`config.mk`:
```
export PLATFORM = sky130hd
export DESIGN_NAME = div_clk4_phase_mon
export DESIGN_NICKNAME = d
export VERILOG_FILES = /design/src/rtl/div_clk4_phase_mon.sv
export SDC_FILE = /design/constraint.sdc
export NUM_CORES = 1
export LEC_CHECK = 0
export BUFFER_PORTS_ARGS = -buffer_cell sky130_fd_sc_hd__buf_2
export CAP_MARGIN = 20
export CORE_MARGIN = 2
export CORE_UTILIZATION = 45
export DETAILED_ROUTE_END_ITERATION = 6
export PLACE_DENSITY_LB_ADDON = 0.2
export SLEW_MARGIN = 20
export SYNTH_ARGS = -nofsm -noshare
export SYNTH_HDL_FRONTEND = slang
export SYNTH_SLANG_ARGS = --single-unit
```
`constraint.sdc`:
```
create_clock -name clk -period 2 [get_ports clk]
set_clock_uncertainty 0.2 [all_clocks]
set_input_delay 0.2 -clock clk [delete_from_list [all_inputs] [get_ports clk]]
set_output_delay 0.2 -clock clk [all_outputs]
set_load 0.05 [all_outputs]
```
`src/rtl/div_clk4_phase_mon.sv`:
```
// Phase monitor for a divide-by-4 counter: checks the 0,1,2,3 sequence, declares lock,
// derives a registered div4 clock and phase-0 strobe, and counts sequence errors.
module div_clk4_phase_mon #(
  parameter int LOCK_N = 4,
  parameter int ERR_W  = 8
) (
  input  logic             clk,
  input  logic             rst,
  input  logic [1:0]       in_cnt,
  output logic             locked,
  output logic             div4_clk,
  output logic             phase0_stb,
  output logic             err_pulse,
  output logic [ERR_W-1:0] err_cnt
);
  localparam int GW = $clog2(LOCK_N + 1);
  localparam logic [GW-1:0] LAST = GW'(LOCK_N - 1);

  typedef enum logic [1:0] {IDLE, ACQ, LOCK} state_t;

  state_t          state;
  logic [1:0]      prev_cnt;
  logic [GW-1:0]   good_cnt;
  logic            good;

  // 2-bit compare context makes the 3->0 wrap count as a good step
  assign good = (in_cnt == prev_cnt + 2'd1);

  always_ff @(posedge clk or negedge rst) begin
    if (!rst) begin
      state      <= IDLE;
      prev_cnt   <= '0;
      good_cnt   <= '0;
      locked     <= 1'b0;
      div4_clk   <= 1'b0;
      phase0_stb <= 1'b0;
      err_pulse  <= 1'b0;
      err_cnt    <= '0;
    end else begin
      prev_cnt   <= in_cnt;
      div4_clk   <= ~in_cnt[1];
      phase0_stb <= 1'b0;
      err_pulse  <= 1'b0;
      case (state)
        IDLE: state <= ACQ;
        ACQ: begin
          if (good) begin
            if (good_cnt == LAST) begin
              state      <= LOCK;
              locked     <= 1'b1;
              good_cnt   <= '0;
              phase0_stb <= (in_cnt == 2'd0);
            end else begin
              good_cnt <= good_cnt + GW'(1);
            end
          end else begin
            good_cnt <= '0;
          end
        end
        LOCK: begin
          if (good) begin
            phase0_stb <= (in_cnt == 2'd0);
          end else begin
            state     <= ACQ;
            locked    <= 1'b0;
            good_cnt  <= '0;
            err_pulse <= 1'b1;
            if (err_cnt != '1) err_cnt <= err_cnt + ERR_W'(1);
          end
        end
        default: state <= IDLE;
      endcase
    end
  end
endmodule

```
==> metrics, run 1 <==
status completed; worst skew pair latency 0.30 ns; largest area contributor in the netlist dfrtp_1; number of global-route vias before repair 747; Yosys top cell area share 49.4%; RSZ-0062 raised after global routing no; worst-path cell with the longest stage delay or4b_1; CP required 1.98 ns; die height 50.3 um; initial core utilization 48.6%; DRT Wirelength 1.84 mm; biggest cell delay along the critical path 0.54 ns; Seq/Total Area, Yosys 49.4%; Rel. slew slack 72.6%; Slew @ Worst Pin 0.410 ns; portion of netlist area occupied by mux cells 7.27%; clk sinks 19; root buf cell clkbuf_4; syn nets 101; pin count of the biggest net entering global routing 21; H-tree levels 1; Post-Synth Simple-Gate Area 21.9%; Initial DRT Pass Iterations 4; WL per Instance 13.1 um; Synth Area in Compound Gates 7.27%; gpl congestion 0.745; layout cells sized above 1 23.0%; maximum VDD drop 463 uV; Finish-stage setup viols 0; io pins 16; main combinational cell family by area after synthesis simple AND/OR/NAND/NOR gates; Unique masters post-synth 26; Mapped Area 963 um^2; drt drc 0; Achievable Freq 510 MHz; die area 2530 um^2; syn_area_per_cell 10.5 um^2; DR vias/cell 5.45; number of diodes 0; Pwr per Cell Area 809 nW/um^2; Clk pin slew, worst setup/hold paths 0.11 ns; Startpoint Class input pin; Static Leak 0.000543 uW; dpl hpwl 1.30 mm; CP Capture Type flip-flop; main area contributors after synthesis dfrtp_1 (49%), ha_1 (6.5%), mux2_1 (4.7%), xnor2_1 (3.6%), nand4_1 (3.2%); cells on worst reg2reg path 4; Yosys warning count 0; initial antenna violation count 0; commonest non-fill, non-tap cells in the layout dfrtp_1 (17), buf_2 (15), nand2_1 (8), nand3_1 (6); Layout fillers 194; Max FO, Critical Path 3; Worst Path Class, Setup input pin to flip-flop; TritonCTS clock tree yes; adder-cell share of the synthesized area 6.49%; Worst Hold Class input pin to async pin; DR vias 763; crit path cell chain dlygate4sd3_1 -> buf_2 -> nand2b_1 -> mux2i_2 -> or4b_1 -> mux2_1; arrival time worst endpoint 1.95 ns; total grt overflow 0; fin util 57.3%; Max Slew Vio Count 0; die width 50.3 um; commonest non-fill, non-tap cell in the layout dfrtp_1; CTS max path bufs 2; Rows 16; core area 1980 um^2; Final min period 1.96 ns; count of final hold-check violations 0; Fin Setup TNS 0 ns; initial DRC count 4; area delta synth->final 17.9%; Final #Nets 123; XOR/XNOR Fraction of Synth Area 5.32%; count of input and output buffers 15; Synth Register Bits 19; total CTS buffers 3; fin crit share 98.0%; DRT antenna net count 0; Post-CTS Setup Bufs 0; GRT Total Usage 17.0%; max-cap viol count 0; first-pass GRT wire length 3.25 mm; Gate Count Post-Synth 92
area by class of cell:
class / count / area (um^2) / share of cell area [%]
Sequential cell: 19 / 478 / 42.1
Multi-Input combinational cell: 67 / 465 / 41.0
Timing Repair Buffer: 20 / 120 / 10.6
Tap cell: 27 / 33.8 / 2.97
Clock buffer: 3 / 22.5 / 1.98
Inverter: 3 / 11.3 / 0.991
Clock inverter: 1 / 5.00 / 0.441
through the flow:
step                      power (uW)  cell area, um^2  instances  hold slack [ns]  worst slack, ns
after global routing             986             1140        140            0.188          0.00391
after global placement           717             1080        133          -0.0409            0.138
after detailed placement         730             1080        133          -0.0346           0.0803
after CTS                        928             1140        140            0.178           0.0322
final                            920             1140        140            0.150           0.0395
after floorplan                  663              966         92           -0.296           0.0603
registers in the layout, summed over array words and instances (netlist names):
name / cells
div4_clk: 1
err_cnt: 8
err_pulse: 1
good_cnt: 3
locked: 1
phase0_stb: 1
prev_cnt: 2
state: 2
final timing paths:
path                        startpoint    endpoint  slack [ns]
min in group clk            err_cnt[0]  err_cnt[0]        0.31
max in group asynchronous          rst  err_cnt[0]        1.13
setup / recovery             in_cnt[0]  err_cnt[6]        0.04
hold reg to reg             err_cnt[0]  err_cnt[0]        0.31
setup reg to reg           prev_cnt[1]  err_cnt[6]        0.07
hold / removal                     rst      locked        0.15
what timing repair did:
action / in CTS / in global routing
resized for setup: 0 / 0
endpoints found under the hold margin: 23 / 0
hold buffers: 3 / 0
cell usage after synthesis:
library cell and instances:
ha_1 5, nand2_1 8, o21ai_0 4, mux2i_2 1
clkbuf_1 3, a21oi_1 2, nor2b_1 4, o32ai_1 1
xor2_2 1, or4b_1 1, a31oi_1 3, nor4_1 1
dfrtp_1 19, mux2_2 1, nand4_1 5, mux2_1 4
and4_1 1, nor3_1 1, and2_1 2, o22ai_1 2
nor2_1 4, inv_1 3, and3_1 3, xnor2_1 4
nand2b_1 3, nand3_1 6
critical path: cells and delay by family:
kind                   cells  cell delay [ns]
and+or+nand+nor            2             0.70
muxes                      2             0.41
buffers and inverters      2             0.63
report_power, final:
group | switching (uW) | internal, uW | total [uW] | leakage (uW)
combinational | 164 | 102 | 266 | 0.000279
clock | 121 | 74.4 | 195 | 0.0000177
sequential | 33.0 | 425 | 458 | 0.000247
cell families after synthesis:
family	after synthesis
AO/OA/AOI/OAI	12
XOR/XNOR	5
adder cells (fa/ha/maj)	5
buffers and inverters	6
flip-flops	19
multiplexers	6
AND/OR/NAND/NOR	39
per-layer routing:
metal / wire [um] / track usage, % / share of wire [%] / vias up
met2: 860 / 28.7 / 47 / 22
met5: 0 / 0 / 0 / -
met1: 881 / 21.8 / 48 / 368
met4: 28 / 6.48 / 1.5 / 0
li1: - / - / - / 369
met3: 65 / 2.68 / 3.5 / 4
Note: power is estimated with default switching activity, not from simulation.
==> inputs of run 2 (changes only) <==
HOLD_SLACK_MARGIN = 0.05   (was unset)
SETUP_SLACK_MARGIN = 0.15   (was unset)
==> run 2 against run 1 <==
  * Power up 1.1%
  * Register-to-register slack improved by 0.08 ns
  * Flip-flop and latch count unchanged
  * Final cell count increased by 0.71%
  * First-iteration DRC count rose to 3.5 times the previous value
  * Die area is the same
  * Global-route usage is 0.25 points lower
  * Combinational power grew 2%
  * Hold slack lost 0.095 ns
==> metrics, run 2 (synthesis gave the netlist of run 1 again) <==
status completed; Finish-stage setup viols 0 (unchanged); initial core utilization 48.6% (unchanged); Seq pwr share 49.6% (-0.2 points); count of final hold-check violations 0 (unchanged); max-cap viol count 0 (unchanged); clk sinks 19 (unchanged); arrival time worst endpoint 1.85 ns (-0.10 ns); CP required 2.00 ns (+0.02 ns); worst skew pair latency 0.30 ns (about the same); Fin Setup TNS 0 ns (unchanged); DR vias 738 (-3.3%); CTS max path bufs 2 (unchanged); core area 1980 um^2 (unchanged); first-pass GRT wire length 3.19 mm (-1.9%); max reg flops 8 (unchanged); maximum VDD drop 467 uV (+1.0%); io pins 16 (unchanged); Critical R2R Launch prev_cnt[1]; Initial DRT Pass Iterations 4 (unchanged); die width 50.3 um (unchanged); root buf cell clkbuf_4; Setup crit start prev_cnt[1]; Placed Area 1090 um^2 (+1.5%); Top Registers err_cnt (8), good_cnt (3); Sw Share 34.4% (-0.17 points); area delta synth->final 21.7%; Max FO, Critical Path 2 (-1); number of diodes 0 (unchanged); Final min period 1.85 ns (-0.111 ns); total CTS buffers 3 (unchanged); RSZ-0062 raised after global routing yes; count of input and output buffers 15 (unchanged); layout cells sized above 1 27.2% (+4.2 points); post-route cell area 1170 um^2 (+3.2%); pin count of the biggest net entering global routing 21 (unchanged); Clk pin slew, worst setup/hold paths 0.11 ns (about the same); Sw Pwr 320 uW (+0.57%); Rows 16 (unchanged); DRT Wirelength 1.81 mm (-1.4%); Hold Startpoint in_cnt[0]; DRT antenna net count 0 (unchanged); gpl congestion 0.735 (-1.4%); DR vias/cell 5.23 (-4.0%); multi-input logic area 489 um^2 (+5.1%); placed cell count 133 (unchanged); commonest non-fill, non-tap cell in the layout buf_2; Combinational Power Share 29.2% (+0.3 points); Slew @ Worst Pin 0.435 ns (+0.0245 ns); total grt overflow 0 (unchanged); die height 50.3 um (unchanged); final std cells w/o fill 141 (+0.71%); Reg area 482 um^2 (+0.79%); dpl hpwl 1.24 mm (-4.9%); Startpoint Class flip-flop; die area 2530 um^2 (unchanged); commonest non-fill, non-tap cells in the layout buf_2 (15), dfrtp_1 (14), nand2_1 (8), nand3_1 (6); initial antenna violation count 0 (unchanged); Layout fillers 178 (-8.2%); drt drc 0 (unchanged); Pint 609 uW (+1.3%); Final #Nets 124 (+0.81%); clock network power share 21.2% (about the same); WL per Instance 12.8 um (-2.1%); fin crit share 92.5% (-5.6 points); TritonCTS clock tree yes; number of global-route vias before repair 719 (-3.7%); Rel. slew slack 71.0% (-1.6 points); Static Leak 0.000546 uW (+0.53%); GRT Total Usage 16.8% (-0.25 points); initial DRC count 14 (+10); Worst Path Class, Setup flip-flop to flip-flop; Post-CTS Setup Bufs 0 (unchanged); Largest Register err_cnt; Achievable Freq 541 MHz (+6.0%); Pwr per Cell Area 793 nW/um^2 (-2.1%); CP Capture Type flip-flop; Worst Hold Class input pin to flip-flop; H-tree levels 1 (unchanged); Max Slew Vio Count 0 (unchanged)
run 2: power by group through the flow:
stage | registers (uW) | clock network, uW | logic [uW]
floorplan | 498 | 0 | 170
global placement | 468 | 0 | 254
detailed placement | 470 | 0 | 268
CTS | 462 | 204 | 271
global route | 467 | 221 | 310
finish | 461 | 197 | 271
run 2: worst max-delay path, cell delays in order (launching register included):
cell and delay [ns]:
dfrtp_1 0.42, xor2_2 0.17, mux2i_2 0.16, or4b_4 0.49, mux2_4 0.31
run 2: layout make-up:
class / count / share of cell area (%)
Clock buffer: 4 / 2.24
Inverter: 3 / 0.961
Multi-Input combinational cell: 67 / 41.7
Sequential cell: 19 / 41.1
Tap cell: 27 / 2.88
Timing Repair Buffer: 21 / 11.1
run 2: what timing repair did:
action,4_1_cts,5_1_grt
endpoints found under the hold margin,23,3
hold buffers,2,2
gates resized for setup,0,3
setup endpoints to repair,2,4
pin swaps,1,0
run 2: path summary, 6_finish.rpt:
check                         endpoint  slack, ns  cells after the start
max                         err_cnt[6]       0.15                      4
min                         phase0_stb       0.06                      3
max reg2reg                 err_cnt[6]       0.15                      4
min reg2reg                 err_cnt[5]       0.30                      1
max in group asynchronous   err_cnt[1]       1.12                      2
min in group asynchronous  good_cnt[1]       0.16                      2
run 2: layer usage:
| metal | vias to the layer above | GRT usage [%] | routed length [um] | share of wire [%] |
|---|---|---|---|---|
| li1 | 370 | - | - | - |
| met1 | 349 | 22.4 | 887 | 49 |
| met2 | 14 | 25.7 | 829 | 46 |
| met3 | 5 | 3.57 | 57 | 3.1 |
| met4 | 0 | 8.33 | 36 | 2.0 |
| met5 | - | 0 | 0 | 0 |
run 2: through the flow:
step	hold WS (ns)	utilization [%]	worst slack, ns	total power (uW)
2_1_floorplan	-0.296	-	0.0746	668
3_3_place_gp	-0.0401	55.2	0.139	722
3_5_place_dp	-0.0330	55.2	0.109	738
4_1_cts	-0.184	57.6	0.141	937
5_1_grt	0.0605	59.2	0.110	999
6_report	0.0551	59.2	0.151	929
